`src/rtl/vmicro16_apb_arbiter_pkg.sv`:
```
// Shared definitions for the vmicro16 APB arbiter: FSM state encodings,
// default bus widths and an index-width helper.
package vmicro16_apb_arbiter_pkg;

  localparam int DEF_CORES        = 2;
  localparam int DEF_ADDR_W       = 16;
  localparam int DEF_DATA_W       = 16;
  localparam int DEF_TIMEOUT_CLKS = 255;

  typedef enum logic [1:0] {
    ARB_IDLE   = 2'd0,
    ARB_SETUP  = 2'd1,
    ARB_ACCESS = 2'd2,
    ARB_DONE   = 2'd3
  } arb_state_t;

  // Width of a master index; a single master still needs a 1-bit index.
  function automatic int idx_w(input int n);
    return (n > 1) ? $clog2(n) : 1;
  endfunction

endpackage

```
`src/rtl/vmicro16_rr_pick.sv`:
```
// Combinational round-robin priority encoder: the first requester after
// 'last' (wrapping) wins. Done by rotating a doubled request vector.
module vmicro16_rr_pick
  import vmicro16_apb_arbiter_pkg::*;
#(
  parameter  int CORES = DEF_CORES,
  localparam int IDX_W = idx_w(CORES)
) (
  input  logic [CORES-1:0] req,
  input  logic [IDX_W-1:0] last,
  output logic [CORES-1:0] gnt,
  output logic [IDX_W-1:0] idx
);

  logic [2*CORES-1:0] req_dbl;
  logic [CORES-1:0]   rot;
  logic [IDX_W:0]     start;
  logic [IDX_W:0]     off;
  logic [IDX_W:0]     pos;
  logic               req_any;

  assign req_any = |req;

  always_comb begin
    start   = ({1'b0, last} >= (IDX_W+1)'(CORES-1)) ? '0 : {1'b0, last} + (IDX_W+1)'(1);
    req_dbl = {req, req};
    // bit j of rot is master (start + j) mod CORES
    rot     = CORES'(req_dbl >> start);
    off     = '0;
    for (int j = CORES-1; j >= 0; j--) begin
      if (rot[j]) off = (IDX_W+1)'(j);
    end
    pos = start + off;
    if (pos >= (IDX_W+1)'(CORES)) pos = pos - (IDX_W+1)'(CORES);
  end

  assign idx = pos[IDX_W-1:0];

  generate
    for (genvar gi = 0; gi < CORES; gi++) begin : g_gnt
      assign gnt[gi] = req_any && (idx == IDX_W'(gi));
    end
  endgenerate

endmodule

```
`src/rtl/vmicro16_apb_arbiter.sv`:
```
// Round-robin arbiter sharing one APB peripheral bus between CORES masters.
// Each grant re-drives a single SETUP/ACCESS transfer and returns the result to the winner.
module vmicro16_apb_arbiter
  import vmicro16_apb_arbiter_pkg::*;
#(
  parameter int CORES        = DEF_CORES,
  parameter int ADDR_W       = DEF_ADDR_W,
  parameter int DATA_W       = DEF_DATA_W,
  parameter int TIMEOUT_CLKS = DEF_TIMEOUT_CLKS
) (
  input  logic                    clk,
  input  logic                    reset,
  input  logic [CORES-1:0]        S_PSEL,
  input  logic [CORES-1:0]        S_PWRITE,
  input  logic [CORES*ADDR_W-1:0] S_PADDR,
  input  logic [CORES*DATA_W-1:0] S_PWDATA,
  output logic [DATA_W-1:0]       S_PRDATA,
  output logic [CORES-1:0]        S_PREADY,
  output logic                    S_PSLVERR,
  output logic                    M_PSEL,
  output logic                    M_PENABLE,
  output logic                    M_PWRITE,
  output logic [ADDR_W-1:0]       M_PADDR,
  output logic [DATA_W-1:0]       M_PWDATA,
  input  logic [DATA_W-1:0]       M_PRDATA,
  input  logic                    M_PREADY,
  output logic [CORES-1:0]        grant
);

  localparam int IDX_W = idx_w(CORES);
  localparam int CNT_W = (TIMEOUT_CLKS > 0) ? $clog2(TIMEOUT_CLKS + 1) : 1;
  localparam logic [CNT_W-1:0] CNT_LAST = (TIMEOUT_CLKS > 0) ? CNT_W'(TIMEOUT_CLKS - 1) : '0;

  arb_state_t state_reg, state_next;

  logic [IDX_W-1:0]  last_reg, last_next;
  logic [IDX_W-1:0]  win_reg, win_next;
  logic [CORES-1:0]  grant_reg, grant_next;
  logic [CNT_W-1:0]  cnt_reg, cnt_next;
  logic              m_psel_reg, m_psel_next;
  logic              m_penable_reg, m_penable_next;
  logic              m_pwrite_reg, m_pwrite_next;
  logic [ADDR_W-1:0] m_paddr_reg, m_paddr_next;
  logic [DATA_W-1:0] m_pwdata_reg, m_pwdata_next;
  logic [DATA_W-1:0] s_prdata_reg, s_prdata_next;
  logic [CORES-1:0]  s_pready_reg, s_pready_next;
  logic              s_pslverr_reg, s_pslverr_next;

  logic [CORES-1:0]  pick_gnt;
  logic [IDX_W-1:0]  pick_idx;
  logic              req_any;
  logic              timeout_hit;
  logic              sel_pwrite;
  logic [ADDR_W-1:0] sel_paddr;
  logic [DATA_W-1:0] sel_pwdata;

  assign req_any     = |S_PSEL;
  assign timeout_hit = (TIMEOUT_CLKS != 0) && (cnt_reg == CNT_LAST);

  vmicro16_rr_pick #(.CORES(CORES)) u_pick (
    .req  (S_PSEL),
    .last (last_reg),
    .gnt  (pick_gnt),
    .idx  (pick_idx)
  );

  // One-hot AND-OR mux of the winning master's request fields
  always_comb begin
    sel_pwrite = 1'b0;
    sel_paddr  = '0;
    sel_pwdata = '0;
    for (int i = 0; i < CORES; i++) begin
      if (pick_gnt[i]) begin
        sel_pwrite = S_PWRITE[i];
        sel_paddr  = S_PADDR[i*ADDR_W +: ADDR_W];
        sel_pwdata = S_PWDATA[i*DATA_W +: DATA_W];
      end
    end
  end

  always_ff @(posedge clk) begin
    if (reset) state_reg <= ARB_IDLE;
    else       state_reg <= state_next;
  end

  always_comb begin
    state_next = state_reg;
    case (state_reg)
      ARB_IDLE:   if (req_any) state_next = ARB_SETUP;
      ARB_SETUP:  state_next = ARB_ACCESS;
      ARB_ACCESS: if (M_PREADY || timeout_hit) state_next = ARB_DONE;
      ARB_DONE:   state_next = ARB_IDLE;
      default:    state_next = ARB_IDLE;
    endcase
  end

  always_comb begin
    last_next      = last_reg;
    win_next       = win_reg;
    grant_next     = grant_reg;
    cnt_next       = cnt_reg;
    m_psel_next    = m_psel_reg;
    m_penable_next = m_penable_reg;
    m_pwrite_next  = m_pwrite_reg;
    m_paddr_next   = m_paddr_reg;
    m_pwdata_next  = m_pwdata_reg;
    s_prdata_next  = s_prdata_reg;
    s_pready_next  = s_pready_reg;
    s_pslverr_next = s_pslverr_reg;
    case (state_reg)
      ARB_IDLE: begin
        if (req_any) begin
          win_next       = pick_idx;
          grant_next     = pick_gnt;
          m_psel_next    = 1'b1;
          m_penable_next = 1'b0;
          m_pwrite_next  = sel_pwrite;
          m_paddr_next   = sel_paddr;
          m_pwdata_next  = sel_pwdata;
        end
      end
      ARB_SETUP: begin
        m_penable_next = 1'b1;
        cnt_next       = '0;
      end
      ARB_ACCESS: begin
        // A ready slave beats a timeout expiring in the same cycle
        if (M_PREADY) begin
          s_prdata_next  = M_PRDATA;
          s_pready_next  = grant_reg;
          m_psel_next    = 1'b0;
          m_penable_next = 1'b0;
        end else if (timeout_hit) begin
          s_prdata_next  = '0;
          s_pslverr_next = 1'b1;
          s_pready_next  = grant_reg;
          m_psel_next    = 1'b0;
          m_penable_next = 1'b0;
        end else if (cnt_reg != '1) begin
          cnt_next = cnt_reg + CNT_W'(1);
        end
      end
      ARB_DONE: begin
        s_pready_next  = '0;
        s_pslverr_next = 1'b0;
        grant_next     = '0;
        last_next      = win_reg;
      end
      default: ;
    endcase
  end

  always_ff @(posedge clk) begin
    if (reset) begin
      last_reg      <= IDX_W'(CORES - 1);
      win_reg       <= '0;
      grant_reg     <= '0;
      cnt_reg       <= '0;
      m_psel_reg    <= 1'b0;
      m_penable_reg <= 1'b0;
      m_pwrite_reg  <= 1'b0;
      m_paddr_reg   <= '0;
      m_pwdata_reg  <= '0;
      s_prdata_reg  <= '0;
      s_pready_reg  <= '0;
      s_pslverr_reg <= 1'b0;
    end else begin
      last_reg      <= last_next;
      win_reg       <= win_next;
      grant_reg     <= grant_next;
      cnt_reg       <= cnt_next;
      m_psel_reg    <= m_psel_next;
      m_penable_reg <= m_penable_next;
      m_pwrite_reg  <= m_pwrite_next;
      m_paddr_reg   <= m_paddr_next;
      m_pwdata_reg  <= m_pwdata_next;
      s_prdata_reg  <= s_prdata_next;
      s_pready_reg  <= s_pready_next;
      s_pslverr_reg <= s_pslverr_next;
    end
  end

  assign grant     = grant_reg;
  assign M_PSEL    = m_psel_reg;
  assign M_PENABLE = m_penable_reg;
  assign M_PWRITE  = m_pwrite_reg;
  assign M_PADDR   = m_paddr_reg;
  assign M_PWDATA  = m_pwdata_reg;
  assign S_PRDATA  = s_prdata_reg;
  assign S_PREADY  = s_pready_reg;
  assign S_PSLVERR = s_pslverr_reg;

endmodule

```
`config.mk`:
```
export PLATFORM = sky130hd
export DESIGN_NAME = vmicro16_apb_arbiter
export DESIGN_NICKNAME = d
export VERILOG_FILES = /design/src/rtl/vmicro16_apb_arbiter_pkg.sv /design/src/rtl/vmicro16_rr_pick.sv /design/src/rtl/vmicro16_apb_arbiter.sv
export SDC_FILE = /design/constraint.sdc
export NUM_CORES = 1
export LEC_CHECK = 0
export BUFFER_PORTS_ARGS = -buffer_cell sky130_fd_sc_hd__buf_4
export CORE_MARGIN = 2
export CORE_UTILIZATION = 49
export CTS_BUF_LIST = sky130_fd_sc_hd__clkbuf_8 sky130_fd_sc_hd__clkbuf_16
export DETAILED_ROUTE_END_ITERATION = 12
export PLACE_DENSITY = 0.84
export SLEW_MARGIN = 5
export SYNTH_ARGS = -nofsm -noshare
export SYNTH_HDL_FRONTEND = slang
export SYNTH_HIERARCHICAL = 1
export SYNTH_SLANG_ARGS = --single-unit
```
`constraint.sdc`:
```
create_clock -name clk -period 2.96 [get_ports clk]
set_clock_uncertainty 0.05 [all_clocks]
set_input_delay 0.296 -clock clk [delete_from_list [all_inputs] [get_ports clk]]
set_output_delay 0.296 -clock clk [all_outputs]
set_load 0.05 [all_outputs]
```
After elaboration in Yosys (flattened, before gate mapping)
Cells that the tools add are included.

Register bits: 68. Bits of input ports: 87. Output and inout port bits: 56. Logic and storage cells: 86.

Add/sub/neg operators: 4. Magnitude comparators: 2. Eq/ne operators: 12. Shift-type cells: 1. Muxes and demuxes: 33. Bitwise operators: 1. Reductions and logical operators: 20.

Operators with widths (count): $mux W16 (6); $mux W8 (3); $pmux W8 S2 (1); $mux W2 (7); $mux W1 (10); $ne A2 B2 Y1 const B (5); $reduce_and A2 Y1 (5); $reduce_bool A2 Y1 (5); $reduce_and A3 Y1 (3); $add A8 B1 Y8 const B (1); $eq A8 B8 Y1 const B (1); $ne A8 B8 Y1 const B (1); $pmux W2 S2 (2); $pmux W2 S4 (1); $eq A2 B2 Y1 const B (2); $pmux W1 S2 (2); $reduce_and A4 Y1 (1); $shr A4 B2 Y2 (1); $ne A3 B3 Y1 const B (1); $pmux W1 S3 (1); $reduce_bool A3 Y1 (1); $add A1 B1 Y2 const B (1); $add A2 B2 Y2 (1); $eq A2 B1 Y1 const B (1); 9 further kinds (10).

Depth between registers and ports, before layout
Gate-level depths: netlist (run 1).

Depth in word-level cells: 12. Depth in mapped cells: 7.

Cells and area by module
The synthesis (run 1) kept the hierarchy.

By module, submodules not included: vmicro16_apb_arbiter (times used 1, cells each 315, area each 2887.8 µm², sequential area each 1361.3 µm²); vmicro16_rr_pick (times used 1, cells each 5, area each 31.3 µm², sequential area each 0.0 µm²).

Worst setup path before layout (run 1)
OpenSTA, ideal clock, no wires.

Path type: flip-flop to flip-flop. From: register cnt_reg[0]. To: register cnt_reg[7]. Arrival: 1603 ps. Data required time: 2840 ps. Setup slack: 1237 ps. Cell stages (with the launch flop): 7. Cell sequence: dfxtp_1 inv_1 ha_1 o211a_1 a211o_1 or3_1 a21boi_1.

Cells in the longest elaborated chain, start to end: 5. Elaborated cells on any way between the ends: 10. Classes of those cells: add/sub: 1; eq/ne: 4; mux: 4; reduce/logical: 1.

RTL lines: start, declared (RTL line vmicro16_apb_arbiter.sv:39) `logic [CNT_W-1:0] cnt_reg, cnt_next;`; start signal, assigned (RTL line vmicro16_apb_arbiter.sv:171) `cnt_reg <= cnt_next;`; $add A8 B1 Y8 (RTL line vmicro16_apb_arbiter.sv:140) `cnt_next = cnt_reg + CNT_W'(1);`; $mux W8 (RTL line vmicro16_apb_arbiter.sv:139) `end else if (cnt_reg != '1) begin`; $mux W8 (RTL line vmicro16_apb_arbiter.sv:133) `end else if (timeout_hit) begin`; $mux W8 (RTL line vmicro16_apb_arbiter.sv:128) `if (M_PREADY) begin`; $pmux W8 S2 (RTL line vmicro16_apb_arbiter.sv:110) `case (state_reg)`.

Parallel ways exist; a longest one is shown, timed or not. The select of a mux whose other input is x is not followed. A chain may end at the register's enable or synchronous reset.

Worst setup path after layout (run 1)
From: register state_reg[0]. To: register cnt_reg[4].

Cells in the longest elaborated chain, start to end: 3. Elaborated cells on any way between the ends: 8. Classes of those cells: eq/ne: 5; mux: 1; reduce/logical: 2.

RTL lines: start, declared (RTL line vmicro16_apb_arbiter.sv:34) `arb_state_t state_reg, state_next;`; start signal, assigned (RTL line vmicro16_apb_arbiter.sv:83) `else state_reg <= state_next;`; $eq A2 B2 Y1 or $eq A2 B1 Y1 (tied branches) (RTL line vmicro16_apb_arbiter.sv:110); $ne A2 B2 Y1 (no source line) or $reduce_bool A2 Y1 (tied branches); $reduce_and A4 Y1 (no source line).

Parallel ways exist; a longest one is shown, timed or not.

==> metrics, run 1 <==
dpl ws=0.898 ns; Critical Path AT=2.30 ns; final worst slack=0.870 ns; critical-path cell list=inv_1, ha_1, nor2b_1, o21ai_1, or4_1, o21ai_1; initial antenna violation count=0; cell area after synthesis=2920 um^2; # setup viols final=0; Distinct cells, synth=47; drt wl/cell=14.9 um; Detailed Place HPWL=5780 um; outcome=finished clean; Lkg Pwr=1.86 nW; max_cap viols=0; Slew HR=51.6%; Nets=546; Hold/Removal Path Class=in -> reg; synth top area cells=dfxtp_1 47%, a221oi_1 9.3%, nor3_1 5.8%, nor2_1 5.1%, a22o_1 4.8%; Slew Viols, Final=0; slowest cell on the critical path=or4_1; final hold violations=0; post-route ant nets=0; grt ovf=0; n_diodes=0; largest family of logic cells by synthesized area=compound AO/OA/AOI/OAI gates; crit start category=register; initial core utilization=49.9%; maximum root-to-sink buffer count=2; Post-synth top flop=dfxtp_1; Setup Crit Path Kind=reg -> reg; full die area=6590 um^2; global-route wire length before repair=12,400 um; WP buf/inv=1; Post-synth EDFFs=0; Yosys reg bits=68; routed wire length=7900 um; Synth Area in Simple Gates=20.1%; Synth Area in Compound Gates=25.8%; Highest Clock Rate=478 MHz; Final min period=2.09 ns; layout cell share with drive strength beyond 1=36.4%; Placed Area=4010 um^2; async set-reset flop share out of synthesis=0%; detailed-route via count=2,954; Die X=81.2 um; clock latency on the worst-skew pair=0.33 ns; vias in the first global route=2,679; Setup TNS=0 ns; Worst Path Required=3.17 ns; hold_buf cts=0; DR pass1 iterations=4; most common cell after layout, fill and taps aside=buf_4; adder-cell area share of the yosys netlist=3.00%; DRT iter0 DRCs=135; largest net degree at the start of global routing=55; core area=5850 um^2; mux share of post-synthesis cell area=0.343%; Root Driver=clkbuf_8; hold slack final=0.112 ns; Worst path most repeated cell=o21ai_1; Avg Cell Area, Syn=9.12 um^2; Yosys top cell area share=46.6%; design area=4190 um^2; pwr dens=976 nW/um^2; Seq/Total Area, Yosys=46.6%; CP max FO=13; TritonCTS clock tree=built; setup bufs post-CTS=0; I/O Pins=143; clock slew at reported path FFs=0.07 ns; Largest stage delay, worst path=0.50 ns; H-tree Lvls=3; CTS buffer count=9; PostCTS Resize Cnt=0; area grow syn2layout=43.6%; Slew @ Worst Pin=0.726 ns; GRT Util Overall=24.2%; DRC viols=0; # rows=28; Synth Area in XOR/XNOR=0%; RSZ-0062 raised after global routing=false; post-route clock period utilization=70.6%; commonest non-fill, non-tap cells in the layout=146 x buf_4, 68 x dfxtp_1, 40 x nor2_1; Post-Synthesis Cells=320; Via density=5.56; VDD IR max=0.674 mV; Synthesized Nets=414; clock sinks=68; crit end category=register; gpl congestion=0.845; Final Util=71.7%; Port Buffer Count=142; Yosys Warn Count=6; Die Y=81.2 um; Synth area leader=dfxtp_1; family with the most delay on the worst path=simple AND/OR/NAND/NOR gates
[synth_stat cells, types with 5 or more instances]
cell type and number:
nor3_1 34, dfxtp_1 68, nor2_1 40, a221oi_1 31, buf_2 5, a21oi_1 11, nand2_1 12, o21ai_0 8
nand2b_1 5, nand3_1 8, nor2b_1 6, a22o_1 16, ha_1 7, clkbuf_1 18
[metal layers]
| metal | part of all wire, % | up-vias | wire, um | GRT usage [%] |
|---|---|---|---|---|
| met5 | 0 | - | 0 | 0 |
| met2 | 47 | 112 | 3690 | 37.7 |
| met1 | 41 | 1360 | 3240 | 29.5 |
| li1 | - | 1472 | - | - |
| met4 | 1.6 | 0 | 125 | 10.3 |
| met3 | 11 | 10 | 842 | 9.78 |
[through the flow]
step                power [mW]  instances
finish                    4.09        531
global placement          3.36        516
global route              4.32        531
floorplan                 2.77        320
detailed placement        3.40        516
CTS                       4.12        531
[final timing paths]
| kind | startpoint | end | slack, ns | cells past startpoint |
|---|---|---|---|---|
| max | state_reg[0]$_SDFFE_PP0P_ | cnt_reg[4]$_SDFFE_PP0P_ | 0.87 | 6 |
| min | M_PRDATA[10] | S_PRDATA[10]$_SDFFE_PP0P_ | 0.11 | 2 |
| max reg2reg | state_reg[0]$_SDFFE_PP0P_ | cnt_reg[4]$_SDFFE_PP0P_ | 0.87 | 6 |
| min reg2reg | win_reg$_SDFFE_PP0P_ | win_reg$_SDFFE_PP0P_ | 0.42 | 2 |
[power by group]
part | switching, mW | total (mW) | internal, mW
registers | 0.144 | 1.31 | 1.16
logic | 1.40 | 2.07 | 0.668
clock network | 0.339 | 0.717 | 0.378
[worst register-to-register path: stages, from the launching register on]
cell and delay [ns]:
dfxtp_1 0.34, inv_1 0.12, ha_1 0.41, nor2b_1 0.30, o21ai_1 0.22, or4_1 0.50, o21ai_1 0.08
[final cells by class]
| cell class | instances | area [um^2] |
|---|---|---|
| Multi-Input combinational cell | 223 | 1450 |
| Clock buffer | 9 | 124 |
| Fill cell | 474 | 1660 |
| Tap cell | 75 | 93.8 |
| Sequential cell | 68 | 1360 |
| Timing Repair Buffer | 146 | 1100 |
| Inverter | 4 | 15.0 |
| Clock inverter | 6 | 57.6 |
[kinds of logic (layout without fill, tap and decap cells)]
kind of cell | after synthesis | in the layout
multiplexers | 1 | 1
AO/OA/AOI/OAI | 97 | 97
adder cells (fa/ha/maj) | 7 | 7
buffers and inverters | 29 | 165
flip-flops | 68 | 68
AND/OR/NAND/NOR | 118 | 118
No activity file was read; power rests on OpenSTA's default activity.
==> run 2: changes to the inputs <==
--- a/config.mk
+++ b/config.mk
@@ -7,10 +7,10 @@
 export LEC_CHECK = 0
 export BUFFER_PORTS_ARGS = -buffer_cell sky130_fd_sc_hd__buf_4
 export CORE_MARGIN = 2
-export CORE_UTILIZATION = 49
+export CORE_UTILIZATION = 46
 export CTS_BUF_LIST = sky130_fd_sc_hd__clkbuf_8 sky130_fd_sc_hd__clkbuf_16
 export DETAILED_ROUTE_END_ITERATION = 12
-export PLACE_DENSITY = 0.84
+export PLACE_DENSITY = 0.8
 export SLEW_MARGIN = 5
 export SYNTH_ARGS = -nofsm -noshare
 export SYNTH_HDL_FRONTEND = slang
==> constraint.sdc (replaced) <==
create_clock -name clk -period 2.1 [get_ports clk]
set_clock_uncertainty 0.05 [all_clocks]
set_input_delay 0.21 -clock clk [delete_from_list [all_inputs] [get_ports clk]]
set_output_delay 0.21 -clock clk [all_outputs]
set_load 0.05 [all_outputs]
==> run 2 against run 1 <==
Effect of this change:
- flip-flop and latch count is the same
- non-clock buffer count grew 4
- first-iteration DRC count shrank 19%
- count of clock-buffer cells in the layout is the same
- sequential share of layout area shrank 0.71 points
- critical path depth is the same
- clock power grew 69%
- design area grew 2.2%
- sequential power grew 41%
- combinational power grew 44%
- critical endpoint is now S_PRDATA[5]$_SDFFE_PP0P_
- largest cell class unchanged
==> metrics, run 2 (synthesis results as in run 1) <==
outcome=finished clean (unchanged); Nets=550 (was 546); drt wl/cell=15.5 um (was 14.9 um); RSZ-0062 raised after global routing=false (unchanged); slowest cell on the critical path=a21oi_2 (was or4_1); fill count=515 (was 474); vias in the first global route=2,917 (was 2,679); Crit Reg-Reg Startpoint=cnt_reg[0]$_SDFFE_PP0P_ (was state_reg[0]$_SDFFE_PP0P_); full die area=7000 um^2 (was 6590 um^2); pwr dens=1410 nW/um^2 (was 976 nW/um^2); Layout Cells excl Fill=538 (was 531); max_cap viols=0 (unchanged); DRT iter0 DRCs=109 (was 135); core area=6240 um^2 (was 5850 um^2); VDD IR max=0.894 mV (was 0.674 mV); # setup viols final=0 (unchanged); DR pass1 iterations=4 (unchanged); post-route ant nets=0 (unchanged); crit start category=register (unchanged); setup bufs post-CTS=0 (unchanged); Logic pwr share=49.4% (was 50.5%); Root Driver=clkbuf_8 (unchanged); Final min period=1.93 ns (was 2.09 ns); Critical Path Source=cnt_reg[0]$_SDFFE_PP0P_ (was state_reg[0]$_SDFFE_PP0P_); H-tree Lvls=3 (unchanged); # rows=29 (was 28); detailed-route via count=3,035 (was 2,954); Via density=5.64 (was 5.56); Placed Area=4060 um^2 (was 4010 um^2); Slew @ Worst Pin=0.719 ns (was 0.726 ns); most common cell after layout, fill and taps aside=buf_4 (unchanged); P_sw=2.73 mW (was 1.88 mW); Die Y=83.7 um (was 81.2 um); layout cell share with drive strength beyond 1=37.5% (was 36.4%); grt ovf=0 (unchanged); CP max FO=16 (was 13); Port Buffer Count=142 (unchanged); commonest non-fill, non-tap cells in the layout=149 x buf_4, 68 x dfxtp_1, 40 x nor2_1 (was 146 x buf_4, 68 x dfxtp_1, 40 x nor2_1); DRC viols=0 (unchanged); Critical Path AT=2.18 ns (was 2.30 ns); Largest stage delay, worst path=0.56 ns (was 0.50 ns); r2r setup slk=0.17 ns (was 0.87 ns); final hold violations=0 (unchanged); critical-path cell list=inv_1, ha_1, nand3_1, o21bai_4, a21oi_2, a22o_1 (was inv_1, ha_1, nor2b_1, o21ai_1, or4_1, o21ai_1); TritonCTS clock tree=built (unchanged); Slew Viols, Final=0 (unchanged); Hold/Removal Path Class=in -> reg (unchanged); Highest Clock Rate=517 MHz (was 478 MHz); routed wire length=8350 um (was 7900 um); crit end category=register (unchanged); global-route wire length before repair=13,600 um (was 12,400 um); largest net degree at the start of global routing=37 (was 55); design area=4290 um^2 (was 4190 um^2); Die X=83.7 um (was 81.2 um); Power, Total=6.04 mW (was 4.09 mW); Net Sw Frac=45.2% (was 46.0%); CTS buffer count=9 (unchanged); area grow syn2layout=46.8% (was 43.6%); Seq pwr share=30.6% (was 32.0%); worst reg2reg path depth=6 (unchanged); Slew HR=52.0% (was 51.6%); post-route clock period utilization=92.1% (was 70.6%); Placed Cells=522 (was 516); Detailed Place HPWL=5950 um (was 5780 um); I/O Pins=143 (unchanged); maximum root-to-sink buffer count=2 (unchanged); n_diodes=0 (unchanged); initial core utilization=46.8% (was 49.9%); Lkg Pwr=1.90 nW (was 1.86 nW); Critical Path End=S_PRDATA[5]$_SDFFE_PP0P_ (was cnt_reg[4]$_SDFFE_PP0P_); GRT Util Overall=23.9% (was 24.2%); Setup Crit Path Kind=reg -> reg (unchanged); Worst Path Required=2.34 ns (was 3.17 ns); Setup TNS=0 ns (unchanged); gpl congestion=0.800 (was 0.845); clock latency on the worst-skew pair=0.35 ns (was 0.33 ns); R2R Path End=S_PRDATA[5]$_SDFFE_PP0P_ (was cnt_reg[4]$_SDFFE_PP0P_); initial antenna violation count=0 (unchanged); clock slew at reported path FFs=0.08 ns (was 0.07 ns); clock network fraction of total power=20.0% (was 17.5%); Int Power=3.31 mW (was 2.21 mW); clock sinks=68 (unchanged)
[run 2: how the worst min path moves through the flow]
stage | startpoint | endpoint | slack, ns | cells after the start
global route | M_PRDATA[12] | S_PRDATA[12]$_SDFFE_PP0P_ | 0.001 | 2
CTS | M_PRDATA[0] | S_PRDATA[0]$_SDFFE_PP0P_ | 0.003 | 2
floorplan | M_PRDATA[0] | S_PRDATA[0]$_SDFFE_PP0P_ | 0.29 | 1
detailed placement | M_PRDATA[15] | S_PRDATA[15]$_SDFFE_PP0P_ | 0.37 | 2
finish | M_PRDATA[0] | S_PRDATA[0]$_SDFFE_PP0P_ | 0.01 | 2
global placement | M_PRDATA[0] | S_PRDATA[0]$_SDFFE_PP0P_ | 0.37 | 2
[run 2: repair_timing]
action / CTS / global route
hold buffers: 0 / 0
resized for setup: 1 / 1
setup endpoints to repair: 31 / 1
pin swaps: 0 / 0
[run 2: metrics by stage]
step | utilization [%] | worst slack [ns] | hold slack (ns)
final | 68.7 | 0.166 | 0.00981
after global routing | 68.7 | 0.00722 | 0.00113
after CTS | 68.6 | 0.111 | 0.00300
after detailed placement | 65.0 | -0.161 | 0.375
after global placement | 65.0 | 0.0288 | 0.369
after floorplan | - | 0.377 | 0.285
[run 2: cell type report]
type | instances | area (um^2) | area share, %
timing repair buffer | 150 | 1140 | 26.6
tap | 77 | 96.3 | 2.25
clock buffer | 9 | 124 | 2.89
sequential | 68 | 1360 | 31.8
multi-input combinational | 223 | 1450 | 33.9
inverter | 4 | 15.0 | 0.350
clock inverter | 7 | 98.8 | 2.31
[run 2: power groups by stage]
stage | combinational [mW] | sequential (mW) | clock [mW]
after floorplan | 0.940 | 2.96 | 0
after global placement | 2.95 | 1.85 | 0
after detailed placement | 2.99 | 1.87 | 0
after CTS | 3.01 | 1.85 | 1.22
after global routing | 3.22 | 1.89 | 1.29
final | 2.98 | 1.85 | 1.21
[run 2: layer usage]
| layer | vias to the layer above | part of all wire, % | routed length [um] | GRT usage, % |
|---|---|---|---|---|
| met2 | 138 | 50 | 4200 | 40.4 |
| met5 | - | 0 | 0 | 0 |
| met1 | 1403 | 37 | 3120 | 27.3 |
| li1 | 1480 | - | - | - |
| met3 | 14 | 11 | 888 | 8.90 |
| met4 | 0 | 1.7 | 142 | 9.38 |
[run 2: worst max-delay path: cells and delay by family (launching register included)]
family	cells	cell delay (ns)
AND/OR/NAND/NOR	1	0.22
AO/OA/AOI/OAI	3	0.92
buffers and inverters	1	0.07
flip-flops	1	0.38
adder cells (fa/ha/maj)	1	0.24
==> run 3: changes to the inputs <==
--- a/config.mk
+++ b/config.mk
@@ -14,5 +14,4 @@
 export SLEW_MARGIN = 5
 export SYNTH_ARGS = -nofsm -noshare
 export SYNTH_HDL_FRONTEND = slang
-export SYNTH_HIERARCHICAL = 1
 export SYNTH_SLANG_ARGS = --single-unit
==> run 3 against run 2 <==
Effect of this change:
- worst setup slack better by 0.048 ns
- die area is essentially flat
- wire length decreased by 8.2%
- global-route usage fell by 1.7 points
- cell count decreased by 3.0%
- clock power is 7% lower
- largest cell class unchanged
==> metrics, run 3 <==
Seq pwr share=31.9% (was 30.6%); Distinct cells, synth=45 (was 47); Multi-input gate area=1430 um^2 (was 1450 um^2); worst reg2reg path depth=6 (unchanged); vias in the first global route=2,796 (was 2,917); clock latency on the worst-skew pair=0.34 ns (was 0.35 ns); RSZ-0062 raised after global routing=false (unchanged); FF/Latch Area=1360 um^2 (unchanged); Final min period=1.89 ns (was 1.93 ns); DRT iter0 DRCs=184 (was 109); largest net degree at the start of global routing=50 (was 37); Yosys reg bits=68 (unchanged); Net Sw Frac=43.9% (was 45.2%); CP max FO=8 (was 16); Root Driver=clkbuf_8 (unchanged); Via density=5.46 (was 5.64); Post-synth top flop=dfxtp_1 (unchanged); async set-reset flop share out of synthesis=0% (unchanged); initial core utilization=46.8% (about the same); Detailed Place HPWL=5670 um (was 5950 um); critical-path cell list=inv_1, ha_1, nor2b_2, nor3_1, or4_1, a21oi_1 (was inv_1, ha_1, nand3_1, o21bai_4, a21oi_2, a22o_1); commonest non-fill, non-tap cells in the layout=146 x buf_4, 68 x dfxtp_1, 46 x nor2_1 (was 149 x buf_4, 68 x dfxtp_1, 40 x nor2_1); area grow syn2layout=45.7% (was 46.8%); H-tree Lvls=3 (unchanged); full die area=7000 um^2 (about the same); TritonCTS clock tree=built (unchanged); dpl ws=0.0758 ns (was -0.161 ns); global-route wire length before repair=12,800 um (was 13,600 um); Post-synth EDFFs=0 (unchanged); clock sinks=68 (unchanged); Yosys top cell area share=46.7% (was 46.6%); Worst Hold Launch=M_PRDATA[10] (was M_PRDATA[0]); hold path cells=2 (unchanged); Synth Area in Compound Gates=30.4% (was 25.8%); design area=4250 um^2 (was 4290 um^2); Post-Synthesis Cells=306 (was 320); Slew @ Worst Pin=0.686 ns (was 0.719 ns); Synth Area in Simple Gates=13.6% (was 20.1%); n_diodes=0 (unchanged); core area=6240 um^2 (unchanged); Die Y=83.6 um (was 83.7 um); Die X=83.6 um (was 83.7 um); cell area after synthesis=2920 um^2 (about the same); Endpoint, Worst Hold=S_PRDATA[10]$_SDFFE_PP0P_ (was S_PRDATA[0]$_SDFFE_PP0P_); max_cap viols=0 (unchanged); # setup viols final=0 (unchanged); VDD IR max=0.795 mV (was 0.894 mV); CTS buffer count=9 (unchanged); gpl congestion=0.756 (was 0.800); GRT Util Overall=22.2% (was 23.9%); crit start category=register (unchanged); Hold/Removal Path Class=in -> reg (unchanged); fill count=523 (was 515); largest family of logic cells by synthesized area=compound AO/OA/AOI/OAI gates (unchanged); Layout Cells excl Fill=522 (was 538); Lkg Pwr=1.90 nW (about the same); Setup Crit Path Kind=reg -> reg (unchanged); most common cell after layout, fill and taps aside=buf_4 (unchanged); Slew HR=54.3% (was 52.0%); Seq/Total Area, Yosys=46.7% (was 46.6%); DRC viols=0 (unchanged); Highest Clock Rate=530 MHz (was 517 MHz); Synth area leader=dfxtp_1 (unchanged); # rows=29 (unchanged); Power, Total=5.58 mW (was 6.04 mW); final hold violations=0 (unchanged); Synth Area in XOR/XNOR=0.600% (was 0%); post-route ant nets=0 (unchanged); initial antenna violation count=0 (unchanged); drt wl/cell=14.7 um (was 15.5 um); P_sw=2.45 mW (was 2.73 mW); Setup TNS=0 ns (unchanged); layout cell share with drive strength beyond 1=39.6% (was 37.5%); I/O Pins=143 (unchanged); Critical Path AT=2.11 ns (was 2.18 ns); adder-cell area share of the yosys netlist=3.00% (about the same); Yosys Warn Count=0 (was 6); clock network fraction of total power=20.0% (about the same); top-count cell post-synth=dfxtp_1 (unchanged); synth top area cells=dfxtp_1 47%, a211oi_1 9.0%, a22oi_1 8.5%, nor2_1 6.0%, a22o_1 4.8% (was dfxtp_1 47%, a221oi_1 9.3%, nor3_1 5.8%, nor2_1 5.1%, a22o_1 4.8%); Logic pwr share=48.1% (was 49.4%); Largest stage delay, worst path=0.49 ns (was 0.56 ns); mux share of post-synthesis cell area=1.03% (was 0.343%); final worst slack=0.214 ns (was 0.166 ns); Avg Cell Area, Syn=9.54 um^2 (was 9.12 um^2); pwr dens=1310 nW/um^2 (was 1410 nW/um^2); maximum root-to-sink buffer count=2 (unchanged); crit end category=register (unchanged); clock slew at reported path FFs=0.07 ns (was 0.08 ns); DR pass1 iterations=4 (unchanged); Slew Viols, Final=0 (unchanged); Crit Reg-Reg Startpoint=state_reg[0]$_SDFFE_PP0P_ (was cnt_reg[0]$_SDFFE_PP0P_); R2R Path End=cnt_reg[5]$_SDFFE_PP0P_ (was S_PRDATA[5]$_SDFFE_PP0P_); Worst Path Required=2.32 ns (was 2.34 ns); post-route clock period utilization=89.8% (was 92.1%); Port Buffer Count=142 (unchanged); routed wire length=7670 um (was 8350 um); Int Power=3.13 mW (was 3.31 mW); detailed-route via count=2,849 (was 3,035); outcome=finished clean (unchanged); Nets=534 (was 550); slowest cell on the critical path=or4_1 (was a21oi_2); Placed Cells=506 (was 522); Post-synth top cells=68 x dfxtp_1, 47 x nor2_1, 35 x a211oi_1, 33 x a22oi_1, 16 x a22o_1 (was 68 x dfxtp_1, 40 x nor2_1, 34 x nor3_1, 31 x a221oi_1, 18 x clkbuf_1); Synthesized Nets=400 (was 414); grt ovf=0 (unchanged); r2r setup slk=0.21 ns (was 0.17 ns); Placed Area=4040 um^2 (was 4060 um^2)
run 3: changes by cell type in the layout (fill, tap and decap cells not counted), moves of 6 or more:
cell | previous run | this run
nor2_1 | 40 | 46
nor3_1 | 34 | 4
a221oi_1 | 31 | 0
nand2_1 | 12 | 5
a22oi_1 | 0 | 33
a211oi_1 | 2 | 35
o21ai_0 | 8 | 2
run 3: worst max-delay path by stage:
stage,start,endpoint,slack [ns],depth (start not counted)
floorplan,state_reg[0]$_SDFFE_PP0P_,cnt_reg[3]$_SDFFE_PP0P_,0.40,7
global placement,state_reg[0]$_SDFFE_PP0P_,S_PRDATA[10]$_SDFFE_PP0P_,0.21,5
detailed placement,state_reg[0]$_SDFFE_PP0P_,S_PRDATA[12]$_SDFFE_PP0P_,0.08,5
CTS,state_reg[0]$_SDFFE_PP0P_,S_PRDATA[12]$_SDFFE_PP0P_,0.07,5
global route,cnt_reg[0]$_SDFFE_PP0P_,S_PRDATA[12]$_SDFFE_PP0P_,0.08,6
finish,state_reg[0]$_SDFFE_PP0P_,cnt_reg[5]$_SDFFE_PP0P_,0.21,6
run 3: timing repair:
item	CTS	global route
resized for setup	0	1
endpoints found under the setup margin	0	16
buffers inserted	0	0
hold buffers	0	0
run 3: final cells by class:
type / count / area share [%]
inverter: 5 / 0.441
tap: 77 / 2.27
timing repair buffer: 148 / 26.7
clock inverter: 5 / 1.41
sequential: 68 / 32.0
multi-input combinational: 208 / 33.6
clock buffer: 11 / 3.56
run 3: logic make-up after synthesis:
kind of cell               count (synthesis)
DFF                                       68
xor gates and xnor gates                   2
AOI/OAI and AO/OA                        115
muxes                                      3
buffers and inverters                     30
and+or+nand+nor                           81
adders and majority gates                  7
run 3: power groups by stage:
stage	registers [mW]	logic (mW)	clock network, mW
floorplan	2.74	0.927	0
global placement	1.78	2.64	0
detailed placement	1.80	2.70	0
CTS	1.78	2.70	1.14
global route	1.81	2.88	1.19
finish	1.78	2.69	1.12
run 3: stage by stage:
stage	util (%)	hold WS, ns
6_report	68.1	0.0279
3_3_place_gp	64.7	0.373
2_1_floorplan	-	0.285
5_1_grt	68.1	0.0224
4_1_cts	68.1	0.0147
3_5_place_dp	64.7	0.374
run 3: worst max-delay path, delay by kind of cell (launching register included):
family                     cells  cell delay, ns
and+or+nand+nor                3            0.83
DFF                            1            0.38
adders and majority gates      1            0.32
AOI/OAI and AO/OA              1            0.15
buffers and inverters          1            0.10
run 3: routing by layer:
layer | routed length [um] | share of wire, % | track usage [%]
met3 | 771 | 10 | 8.31
met1 | 3200 | 42 | 27.7
met2 | 3560 | 46 | 34.9
met5 | 0 | 0 | 0
met4 | 140 | 1.8 | 8.50
